## config.mk

```make
export PLATFORM = sky130hd
export DESIGN_NAME = decoder_2x4
export DESIGN_NICKNAME = d
export VERILOG_FILES = /design/src/rtl/decoder_pkg.sv /design/src/rtl/decoder_2x4_core.sv /design/src/rtl/decoder_2x4.sv
export SDC_FILE = /design/constraint.sdc
export NUM_CORES = 1
export LEC_CHECK = 0
export CORE_AREA = 2 2 39 41
export DETAILED_ROUTE_END_ITERATION = 12
export DIE_AREA = 0 0 41 43
export GPL_TIMING_DRIVEN = 1
export PLACE_DENSITY_LB_ADDON = 0.3
export SYNTH_ARGS = -nofsm -noshare
export SYNTH_HDL_FRONTEND = slang
export SYNTH_SLANG_ARGS = --single-unit
```

## constraint.sdc

```tcl
create_clock -name clk -period 0.8 [get_ports clk]
set_input_delay 0.12 -clock clk [delete_from_list [all_inputs] [get_ports clk]]
set_output_delay 0.12 -clock clk [all_outputs]
set_load 0.1 [all_outputs]
```

## src/rtl/decoder_pkg.sv

```systemverilog
// Shared constants and the decode table for the 2-to-4 decoder.
//   SEL_W      : width of the binary select code
//   OUT_W      : width of the decoded output
//   dec_onehot : active-high one-hot pattern for a select code
//   idle_pat   : output pattern that asserts no line, for either polarity
package decoder_pkg;

  localparam int SEL_W = 2;
  localparam int OUT_W = 4;

  function automatic logic [OUT_W-1:0] dec_onehot(input logic [SEL_W-1:0] code);
    logic [OUT_W-1:0] pat;
    pat = '0;
    pat[code] = 1'b1;
    return pat;
  endfunction

  function automatic logic [OUT_W-1:0] idle_pat(input logic active_low);
    return active_low ? {OUT_W{1'b1}} : {OUT_W{1'b0}};
  endfunction

endpackage

```

## src/rtl/decoder_2x4_core.sv

```systemverilog
// Purely combinational 2-to-4 decode with output polarity select.
//   i : binary select code
//   d : one-hot decode of i (one-cold when ACTIVE_LOW=1); an i with
//       unknown bits falls to the default branch and yields no active line
module decoder_2x4_core
  import decoder_pkg::*;
#(
  parameter bit ACTIVE_LOW = 1'b0
) (
  input  logic [SEL_W-1:0] i,
  output logic [OUT_W-1:0] d
);

  logic [OUT_W-1:0] hot;

  always_comb begin
    hot = '0;
    // Explicit items so an X/Z code misses every item and lands in default.
    case (i)
      2'b00, 2'b01, 2'b10, 2'b11: hot = dec_onehot(i);
      default:                    hot = '0;
    endcase
    d = ACTIVE_LOW ? ~hot : hot;
  end

endmodule

```

## src/rtl/decoder_2x4.sv

```systemverilog
// Registered 2-to-4 decoder, one cycle latency.
//   clk   : clock, rising edge
//   rst   : synchronous active-high reset, wins over en
//   en    : decode enable
//   i     : binary select code
//   d     : registered decode (idle pattern when disabled, unless holding)
//   valid : 1 when d holds a decode of an i sampled with en=1
module decoder_2x4
  import decoder_pkg::*;
#(
  parameter bit ACTIVE_LOW      = 1'b0,
  parameter bit HOLD_ON_DISABLE = 1'b0
) (
  input  logic             clk,
  input  logic             rst,
  input  logic             en,
  input  logic [SEL_W-1:0] i,
  output logic [OUT_W-1:0] d,
  output logic             valid
);

  localparam logic [OUT_W-1:0] IDLE = idle_pat(ACTIVE_LOW);

  logic [OUT_W-1:0] dec;
  logic [OUT_W-1:0] d_d, d_q;
  logic             valid_d, valid_q;

  decoder_2x4_core #(.ACTIVE_LOW(ACTIVE_LOW)) u_core (
    .i (i),
    .d (dec)
  );

  always_comb begin
    d_d     = HOLD_ON_DISABLE ? d_q : IDLE;
    valid_d = 1'b0;
    if (en) begin
      d_d     = dec;
      valid_d = 1'b1;
    end
    if (rst) begin
      d_d     = IDLE;
      valid_d = 1'b0;
    end
  end

  always_ff @(posedge clk) begin
    d_q     <= d_d;
    valid_q <= valid_d;
  end

  assign d     = d_q;
  assign valid = valid_q;

endmodule

```

==> summary.md <==
| Metric | Value |
|---|---|
| Register clock-pin slew on the reported worst setup and hold paths | 0.04 ns |
| Rel. slew slack | 87.1% |
| Worst-margin pin slew | 0.193 ns |
| VDD IR max | 0.640 mV |
| Synthesized net count | 15 |
| Hold Path Class | in2reg |
| Average size of a mapped cell | 15.0 um2 |
| Die Area | 1760 um2 |
| Yosys Warn Count | 0 |
| Design area | 349 um2 |
| Critical Path AT | 0.75 ns |
| P_sw | 179 uW |
| Top Ports | 10 |
| Post-place setup slack | -0.252 ns |
| Final period utilization | 108% |
| Finished Layout Cells | 39 |
| Clock share of power | 42.0% |
| Sequential cell area fraction in the yosys report | 66.7% |
| Cell family with most CP delay | flip-flops |
| Post-DRT Antenna Nets | 0 |
| CORE AREA | 1380 um2 |
| Fin nets | 29 |
| Layout cell share with drive strength beyond 1 | 69.6% |
| Switching Share | 26.2% |
| First-pass GRT wire length | 510 um |
| P per Cell Area | 1960 nW/um2 |
| Vias in the first global route | 128 |
| CP peak stage delay | 0.33 ns |
| Vias per cell | 3.28 |
| Critical path peak fanout | 1 |
| Initial antenna violation count | 0 |
| Die Y | 43 um |
| Cell count after placement | 35 |
| RSZ-0062 raised after global routing | yes |
| Endpoints failing setup | 5 |
| Pleak | 0.000134 uW |
| Max H-tree Level | 1 |
| DRC Markers | 0 |
| Die X-Extent | 41 um |
| CTS tree | done |
| Fin util | 25.2% |
| Failing checks | negative setup slack |
| Initial Util | 10.8% |
| Routability cong. | 0.539 |
| Library cells used by synthesis | 5 |
| Initial DRC count | 3 |
| DR pass1 iterations | 2 |
| Largest cells by area after synthesis | dfxtp_1, and4bb_2, and4b_1 |
| Min cycle time layout | 0.866 ns |
| Number of diodes | 0 |
| CTS max path bufs | 2 |
| Area after DPL | 317 um2 |
| Register share of total power | 38.9% |
| Largest net degree at the start of global routing | 6 |
| Congestion Overflow GR | 0 |
| Mapped Area | 150 um2 |
| Cell Int Power | 504 uW |
| Post-CTS setup buffers | 0 |
| FP Rows | 14 |
| CTS root buf | clkbuf_4 |
| Comb power frac | 19.0% |
| Crit path kind | reg2out |
| Cells after Synth | 10 |
| Vias | 128 |
| Required time worst endpoint | 0.68 ns |
| Global Route Usage Sum | 5.23% |
| CP Capture Type | output port |
| Clock Sinks | 5 |
| Drt total wl | 323 um |
| WP buf/inv | 1 |
| Post-synth top area cell | dfxtp_1 |
| Max cap viols | 0 |
| Yosys reg bits | 5 |
| Worst setup SP type | flop |
| Layout area overhead | 133% |
| Hold Fails Final Rpt | 0 |
| Fmax | 1160 MHz |
| Post-synth top area share | 66.7% |
| Outcome | complete, but fails checks |
| Count of buffers from port buffering | 9 |
| Crit-path slowest cell | dfxtp_2 |
| CP Cell Sequence | buf_12 |
| Final total power | 684 uW |
| Final Worst Setup Slack | -0.0656 ns |
| Avg WL per Cell | 8.28 um |
| Cts bufs inserted | 3 |
| Pins over their slew limit | 0 |
==> cell usage in the layout, fill, tap and decap left out <==
cell and n:
and4bb_2 2, and4b_1 1, nor4b_2 1, dfxtp_2 5
buf_12 5, clkdlybuf4s50_1 4, clkbuf_4 3, clkbuf_1 1
nor2b_1 1
==> power by group through the flow <==
| stage | Sequential (uW) | Clock (uW) | Combinational [uW] |
|---|---|---|---|
| floorplan | 325 | 0 | 9.17 |
| global placement | 271 | 0 | 127 |
| detailed placement | 271 | 0 | 128 |
| CTS | 267 | 299 | 131 |
| global route | 267 | 326 | 135 |
| finish | 266 | 287 | 130 |
==> final cells by class <==
type / instances / area (um2)
fill: 147 / 1030
timing repair buffer: 9 / 140
sequential: 5 / 106
multi-input combinational: 5 / 56.3
clock buffer: 4 / 26.3
tap: 16 / 20.0
==> per-layer routing <==
| metal | vias up | GRT usage (%) | wire length (um) |
|---|---|---|---|
| li1 | 64 | - | - |
| met1 | 51 | 4.84 | 132 |
| met2 | 11 | 5.94 | 133 |
| met3 | 2 | 4.71 | 35 |
| met4 | 0 | 6.00 | 21 |
| met5 | - | 0 | 0 |
==> cells by family after synthesis <==
group	Yosys count	share of synthesized area [%]
flops	5	66.7
simple gates	5	33.3
==> Yosys cell counts <==
master    n
nor4b_1   1
dfxtp_1   5
and4bb_2  2
nor2b_1   1
and4b_1   1
==> stage by stage <==
stage	TNS, ns	hold WS [ns]
finish	-0.308	0.511
detailed placement	-0.924	0.582
global route	-0.470	0.505
floorplan	0	0.184
global placement	-0.811	0.583
CTS	-0.361	0.504
==> sequential cells by signal, indices dropped and copies added (netlist names) <==
| name | flops |
|---|---|
| valid | 1 |
| d | 4 |
==> final timing paths <==
path              cells after the start  start  endpoint
setup / recovery                      1   d[0]      d[0]
hold / removal                        2   i[1]      d[0]
==> what timing repair did <==
item	in CTS	in global routing
setup endpoints to repair	6	5
hold buffers	0	0
resized for setup	1	0
(Power assumes the default switching activity.)
